$ cat config.mk
export PLATFORM = sky130hd
export DESIGN_NAME = me_search_ctrl
export DESIGN_NICKNAME = d
export VERILOG_FILES = /design/src/rtl/me_search_ctrl.sv
export SDC_FILE = /design/constraint.sdc
export NUM_CORES = 1
export LEC_CHECK = 0
export ABC_AREA = 1
export BUFFER_PORTS_ARGS = -buffer_cell sky130_fd_sc_hd__buf_2
export CORE_ASPECT_RATIO = 0.8
export CORE_MARGIN = 5
export CORE_UTILIZATION = 55
export DETAILED_ROUTE_END_ITERATION = 7
export GPL_TIMING_DRIVEN = 0
export PLACE_DENSITY = 0.75
export SETUP_SLACK_MARGIN = 0.4
export SYNTH_ARGS = -nofsm -noshare
export SYNTH_HDL_FRONTEND = slang
export SYNTH_SLANG_ARGS = --single-unit
$ cat constraint.sdc
create_clock -name clk -period 4.95 [get_ports clk]
set_input_delay 0.99 -clock clk [delete_from_list [all_inputs] [get_ports clk]]
set_output_delay 0.99 -clock clk [all_outputs]
set_load 0.005 [all_outputs]
$ cat src/rtl/me_search_ctrl.sv
// ---------------------------------------------------------------------------
// me_search_ctrl
// Sequencing controller for the full-search block-matching engine.
// After an init pulse it streams 320 input words into the current-block (64)
// and search-window (256) buffers. It then steps the SAD datapath through all
// 16x16 candidate displacements, keeps the minimum-SAD motion vector, and
// shifts the 20-bit result out on serial20 (start bit, then MSB first).
//
// Ports
//   clk, rst          clock (rising edge), asynchronous active-high reset
//   init              one-cycle start / restart pulse (aborts a running job)
//   input_raw         input word, one per cycle during load
//   wr_data           registered copy of input_raw for the buffers
//   cur_we/cur_addr   current-block buffer write port
//   win_we/win_addr   search-window buffer write port
//   cand_start        one-cycle pulse launching a SAD evaluation
//   cand_x/cand_y     signed candidate displacement, -8..+7
//   sad_valid/sad     datapath result strobe and value
//   busy              high whenever the controller is not idle
//   done              one-cycle pulse after the final serial bit
//   serial20          serial result line, idles low
//
// Build option
//   ME_SEARCH_CTRL_EARLY_TERM_EN : a zero SAD ends the search immediately.
// ---------------------------------------------------------------------------
module me_search_ctrl #(
   parameter int unsigned WORD_WIDETH = 8,
   parameter int unsigned CUR_WORDS   = 64,
   parameter int unsigned WIN_WORDS   = 256,
   parameter int unsigned SAD_W       = 16
) (
   input  logic                     clk,
   input  logic                     rst,
   input  logic                     init,
   input  logic [WORD_WIDETH*4-1:0] input_raw,
   output logic [31:0]              wr_data,
   output logic                     cur_we,
   output logic [5:0]               cur_addr,
   output logic                     win_we,
   output logic [7:0]               win_addr,
   output logic                     cand_start,
   output logic [4:0]               cand_x,
   output logic [4:0]               cand_y,
   input  logic                     sad_valid,
   input  logic [SAD_W-1:0]         sad,
   output logic                     busy,
   output logic                     done,
   output logic                     serial20
);

   localparam int unsigned TOTAL_WORDS = CUR_WORDS + WIN_WORDS;
   localparam int unsigned CNT_W       = $clog2(TOTAL_WORDS + 1);
   localparam int unsigned RES_W       = 20;
   localparam int unsigned BIT_CNT_W   = 5;
   localparam int unsigned SAT_MAX     = 1023;
   localparam logic [4:0]  C_MIN       = 5'b11000;   // -8
   localparam logic [4:0]  C_MAX       = 5'b00111;   // +7

   typedef enum logic [2:0] {
      S_IDLE,
      S_LOAD_CUR,
      S_LOAD_WIN,
      S_ISSUE,
      S_WAIT,
      S_SER
   } state_t;

   state_t                 r_state;
   logic [CNT_W-1:0]       r_word_cnt;
   logic [31:0]            r_wr_data;
   logic                   r_cur_we;
   logic [5:0]             r_cur_addr;
   logic                   r_win_we;
   logic [7:0]             r_win_addr;
   logic                   r_cand_start;
   logic [4:0]             r_cand_x;
   logic [4:0]             r_cand_y;
   logic                   r_first;
   logic [SAD_W-1:0]       r_min_sad;
   logic [4:0]             r_best_x;
   logic [4:0]             r_best_y;
   logic [RES_W-1:0]       r_shift;
   logic [BIT_CNT_W-1:0]   r_bit_cnt;
   logic                   r_busy;
   logic                   r_done;
   logic                   r_serial;

   logic                   w_take;
   logic                   w_early;
   logic                   w_last_x;
   logic                   w_last_cand;
   logic [4:0]             w_best_x;
   logic [4:0]             w_best_y;
   logic [SAD_W-1:0]       w_best_sad;
   logic [9:0]             w_sad_sat;
   logic [RES_W-1:0]       w_frame;

   // Strict less-than keeps the earliest raster-order candidate on ties.
   assign w_take      = r_first | (sad < r_min_sad);
   assign w_last_x    = (r_cand_x == C_MAX);
   assign w_last_cand = w_last_x & (r_cand_y == C_MAX);

`ifdef ME_SEARCH_CTRL_EARLY_TERM_EN
   assign w_early = (sad == '0);
`else
   assign w_early = 1'b0;
`endif

   // Best-so-far including the result arriving this cycle, so the final
   // candidate is reflected in the frame loaded on entry to serialization.
   assign w_best_x   = w_take ? r_cand_x : r_best_x;
   assign w_best_y   = w_take ? r_cand_y : r_best_y;
   assign w_best_sad = w_take ? sad      : r_min_sad;
   assign w_sad_sat  = (w_best_sad > SAD_W'(SAT_MAX)) ? 10'(SAT_MAX) : 10'(w_best_sad);
   assign w_frame    = {w_best_x, w_best_y, w_sad_sat};

   // Controller FSM with registered outputs.
   always_ff @(posedge clk or posedge rst) begin
      if (rst) begin
         r_state      <= S_IDLE;
         r_word_cnt   <= '0;
         r_wr_data    <= '0;
         r_cur_we     <= 1'b0;
         r_cur_addr   <= '0;
         r_win_we     <= 1'b0;
         r_win_addr   <= '0;
         r_cand_start <= 1'b0;
         r_cand_x     <= '0;
         r_cand_y     <= '0;
         r_first      <= 1'b1;
         r_min_sad    <= '0;
         r_best_x     <= '0;
         r_best_y     <= '0;
         r_shift      <= '0;
         r_bit_cnt    <= '0;
         r_busy       <= 1'b0;
         r_done       <= 1'b0;
         r_serial     <= 1'b0;
      end else begin
         r_cur_we     <= 1'b0;
         r_win_we     <= 1'b0;
         r_cand_start <= 1'b0;
         r_done       <= 1'b0;

         if (init) begin
            // Start or abort: restart the load, forget the previous search.
            r_state    <= S_LOAD_CUR;
            r_busy     <= 1'b1;
            r_word_cnt <= '0;
            r_first    <= 1'b1;
            r_min_sad  <= '0;
            r_best_x   <= '0;
            r_best_y   <= '0;
            r_cand_x   <= '0;
            r_cand_y   <= '0;
            r_bit_cnt  <= '0;
            r_serial   <= 1'b0;
         end else begin
            case (r_state)
               S_IDLE: begin
                  r_busy <= 1'b0;
               end

               S_LOAD_CUR: begin
                  r_wr_data  <= 32'(input_raw);
                  r_cur_we   <= 1'b1;
                  r_cur_addr <= 6'(r_word_cnt);
                  r_word_cnt <= r_word_cnt + CNT_W'(1);
                  if (r_word_cnt == CNT_W'(CUR_WORDS - 1)) begin
                     r_state <= S_LOAD_WIN;
                  end
               end

               S_LOAD_WIN: begin
                  r_wr_data  <= 32'(input_raw);
                  r_win_we   <= 1'b1;
                  r_win_addr <= 8'(r_word_cnt - CNT_W'(CUR_WORDS));
                  r_word_cnt <= r_word_cnt + CNT_W'(1);
                  if (r_word_cnt == CNT_W'(TOTAL_WORDS - 1)) begin
                     r_state      <= S_ISSUE;
                     r_cand_start <= 1'b1;
                     r_cand_x     <= C_MIN;
                     r_cand_y     <= C_MIN;
                  end
               end

               // cand_start is high for exactly the cycle spent here.
               S_ISSUE: begin
                  r_state <= S_WAIT;
               end

               S_WAIT: begin
                  if (sad_valid) begin
                     if (w_take) begin
                        r_first   <= 1'b0;
                        r_min_sad <= sad;
                        r_best_x  <= r_cand_x;
                        r_best_y  <= r_cand_y;
                     end
                     if (w_last_cand || w_early) begin
                        r_state   <= S_SER;
                        r_serial  <= 1'b1;
                        r_shift   <= w_frame;
                        r_bit_cnt <= '0;
                     end else begin
                        r_state      <= S_ISSUE;
                        r_cand_start <= 1'b1;
                        if (w_last_x) begin
                           r_cand_x <= C_MIN;
                           r_cand_y <= r_cand_y + 5'd1;
                        end else begin
                           r_cand_x <= r_cand_x + 5'd1;
                        end
                     end
                  end
               end

               // Start bit already driven; shift 20 data bits, then finish.
               S_SER: begin
                  if (r_bit_cnt == BIT_CNT_W'(RES_W)) begin
                     r_serial <= 1'b0;
                     r_done   <= 1'b1;
                     r_busy   <= 1'b0;
                     r_state  <= S_IDLE;
                  end else begin
                     r_serial  <= r_shift[RES_W-1];
                     r_shift   <= {r_shift[RES_W-2:0], 1'b0};
                     r_bit_cnt <= r_bit_cnt + BIT_CNT_W'(1);
                  end
               end

               default: begin
                  r_state <= S_IDLE;
                  r_busy  <= 1'b0;
               end
            endcase
         end
      end
   end

   assign wr_data    = r_wr_data;
   assign cur_we     = r_cur_we;
   assign cur_addr   = r_cur_addr;
   assign win_we     = r_win_we;
   assign win_addr   = r_win_addr;
   assign cand_start = r_cand_start;
   assign cand_x     = r_cand_x;
   assign cand_y     = r_cand_y;
   assign busy       = r_busy;
   assign done       = r_done;
   assign serial20   = r_serial;

endmodule

==> flow_summary.yaml <==
run_status:
  status: "finished clean"
routing:
  num_vias: 5530
  top_layer: "met4"
  first_pass_iters: 5
  wl_met1_um: 7040
  first_iter_violations: 456
  wl_met3_um: 1100
  drc_errors: 0
  drt-total-wl_um: 15400
  wl_met2_um: 6850
  wl_per_cell_um: 14.9
  viasPerCell: 5.35
  antenna_left: 0
sta:
  final_hold_viol_count: 0
  max_freq_ghz: 0.350
  max_slew_margin: 0.559
  finClkSkew_ps: 12.1
  fin_ws_ps: 2100
  period_share: 0.577
  tightest_slew_ps: 657
  finalSetupViolCount: 0
  period_minus_slack_ps: 2850
  rsz0062_at_grt: "false"
  slew_violations: 0
  setup_tns_ps: 0
cells_and_area:
  nNetsFinal: 953
  final_cell_mix: "nand2_1, dfrtp_1, buf_2, inv_1, o21ai_0"
  design_area_um2: 7460
  post-route-util: 0.685
  final_common_cell: "nand2_1"
  area_growth_syn_to_layout_pct: 21.6
  antenna_cells: 0
  drive_gt1_frac: 0.198
floorplanning:
  core_area_um2: 10900
  die-width_um: 128
  die_area_um2: 13400
  num_io_pins: 114
  row_count: 34
  floorplan.die.height_um: 104
  initial_core_util: 0.563
global_route:
  track_usage: 0.242
  grt_pass1_vias: 5626
  antenna_found_initial: 0
  grt_max_degree: 68
  grt_pass1_wl_um: 26300
  globalRouteOverflowTotal: 0
setup_path:
  worstSetupPathType: "in -> reg"
  crit_top_cell: "nand2_1"
  cp_top_family: "simple AND/OR/NAND/NOR gates"
  crit_fanout: 10
  cp-startpoint: "sad[14]"
  cp_num_buf_inv: 4
  cp_data_arrival_time_ps: 3160
  regToRegStartpoint: "r_min_sad[15]$_DFFE_PP0P_"
  crit_required_ps: 5260
  crit_slowest_cell: "clkbuf_1"
  start_kind: "primary input"
  cp-end-kind: "flip-flop"
  worstPathCellList: "buf_2 -> ha_1 -> nand2_1 -> inv_1 -> nand3_1 -> inv_1 -> a21oi_1 -> nand2_2 -> nand2_2 -> clkbuf_1 -> o21ai_0 -> nor2_1 -> nand3_1 -> nand2_1 -> nand2_1"
  slowest_delay_ps: 390
synthesis:
  synthDistinctLibCells: 34
  synth-seq-cells: 126
  syn_nets: 820
  netlist_area_um2: 6130
  syn_avg_cell_area_um2: 8.22
  yosys_warnings: 0
  synth_top_area_cell: "dfrtp_1"
  yosysSeqAreaShare: 0.514
  synthCells: 746
  synth.area.top_cells: "dfrtp_1, nand2_1, o21ai_0, inv_1, ha_1"
  synth_top_area_frac: 0.510
power:
  p_total_w: 0.00360
  p_leak_nw: 3.86
  power-per-cell-area_nw_per_um2: 483
  max-vdd-ir-drop_v: 0.000298
clocking:
  post_cts_buffers: 0
  cts_max_path_buffers: 2
  clk_latency_ps: 420
  cts_resized: 0
  cts.sinks: 126
  cts_tree: "done"
  path_clk_slew_ps: 50
  root_buffer: "clkbuf_16"
  htree_levels: 4
  holdBufCountCts: 0
  cts_made_buffers: 17
place:
  hpwl_um: 11100
  place_ws_ps: 1790
  portBuffers: 113
  dpl_cell_area_um2: 6910
  gp_congestion: 0.853
worst_hold_path:
  hold_path.class: "reg -> reg"
  worst_hold_startpoint: "wr_data[24]$_DFFE_PP0P_"
flow_run:
  max_cap_viol_count: 0
[through the flow]
| stage | cells | hold WS [ps] |
|---|---|---|
| final | 1034 | 470 |
| after global routing | 1034 | 495 |
| after detailed placement | 1004 | 460 |
| after floorplan | 746 | 449 |
| after global placement | 1003 | 457 |
| after CTS | 1034 | 475 |
[synthesized netlist by cell type (all sizes together)]
cell type  instances
xor2               3
nand3             39
nor2              52
o41ai              1
ha                22
nand2            216
nand4              5
a32oi              1
nor3              17
o21ai             86
dfrtp            125
o31ai              1
clkbuf            15
inv               83
o22ai             18
o21a              10
buf               13
nor4               2
a21boi             1
a21oi             33
dfstp              1
clkinv             2
[final timing paths]
path	end	slack (ps)	cells past startpoint
min reg2reg	wr_data[24]$_DFFE_PP0P_	470	2
min in group asynchronous	wr_data[19]$_DFFE_PP0P_	650	2
min	wr_data[24]$_DFFE_PP0P_	470	2
max	r_shift[8]$_DFFE_PP0P_	2100	15
max reg2reg	r_shift[8]$_DFFE_PP0P_	2370	15
max in group asynchronous	r_first$_DFFE_PP1P_	3530	3
[tightest hold or removal path, stage by stage (launching register included)]
cell and delay, ps:
dfrtp_1 330, nand2_1 50, nand2_1 50
[cell type report]
class / instances / area (um^2)
Buffer: 28 / 125
Tap cell: 144 / 180
Multi-Input combinational cell: 507 / 2530
Clock buffer: 21 / 450
Fill cell: 909 / 3430
Timing Repair Buffer: 114 / 593
Inverter: 85 / 329
Sequential cell: 126 / 3150
Clock inverter: 9 / 95.1
[flip-flops by register name (all words and copies together) (netlist names), 3 cells and up]
name        flops
cand_x          5
cand_y          5
cur_addr        6
r_best_x        5
r_best_y        5
r_bit_cnt       5
r_min_sad      16
r_shift        20
r_state         3
r_word_cnt      9
win_addr        8
wr_data        32
[metal layers]
metal | GRT usage | up-vias
li1 | - | 2693
met1 | 0.321 | 2610
met2 | 0.372 | 189
met3 | 0.0688 | 38
met4 | 0.106 | 0
met5 | 0 | -
[power by group]
part / switching (W) / leakage [nW] / internal [W]
combinational: 0.000572 / 1.95 / 0.000376
clock: 0.000424 / 0.276 / 0.000740
sequential: 0.000169 / 1.64 / 0.00132
total: 0.00117 / 3.86 / 0.00244
[kinds of logic after synthesis]
family | synth area share
flip-flops | 0.514
adder cells (fa/ha/maj) | 0.0449
XOR/XNOR | 0.00428
AND/OR/NAND/NOR | 0.230
AO/OA/AOI/OAI | 0.133
buffers and inverters | 0.0732
No activity file was read; power rests on OpenSTA's default activity.
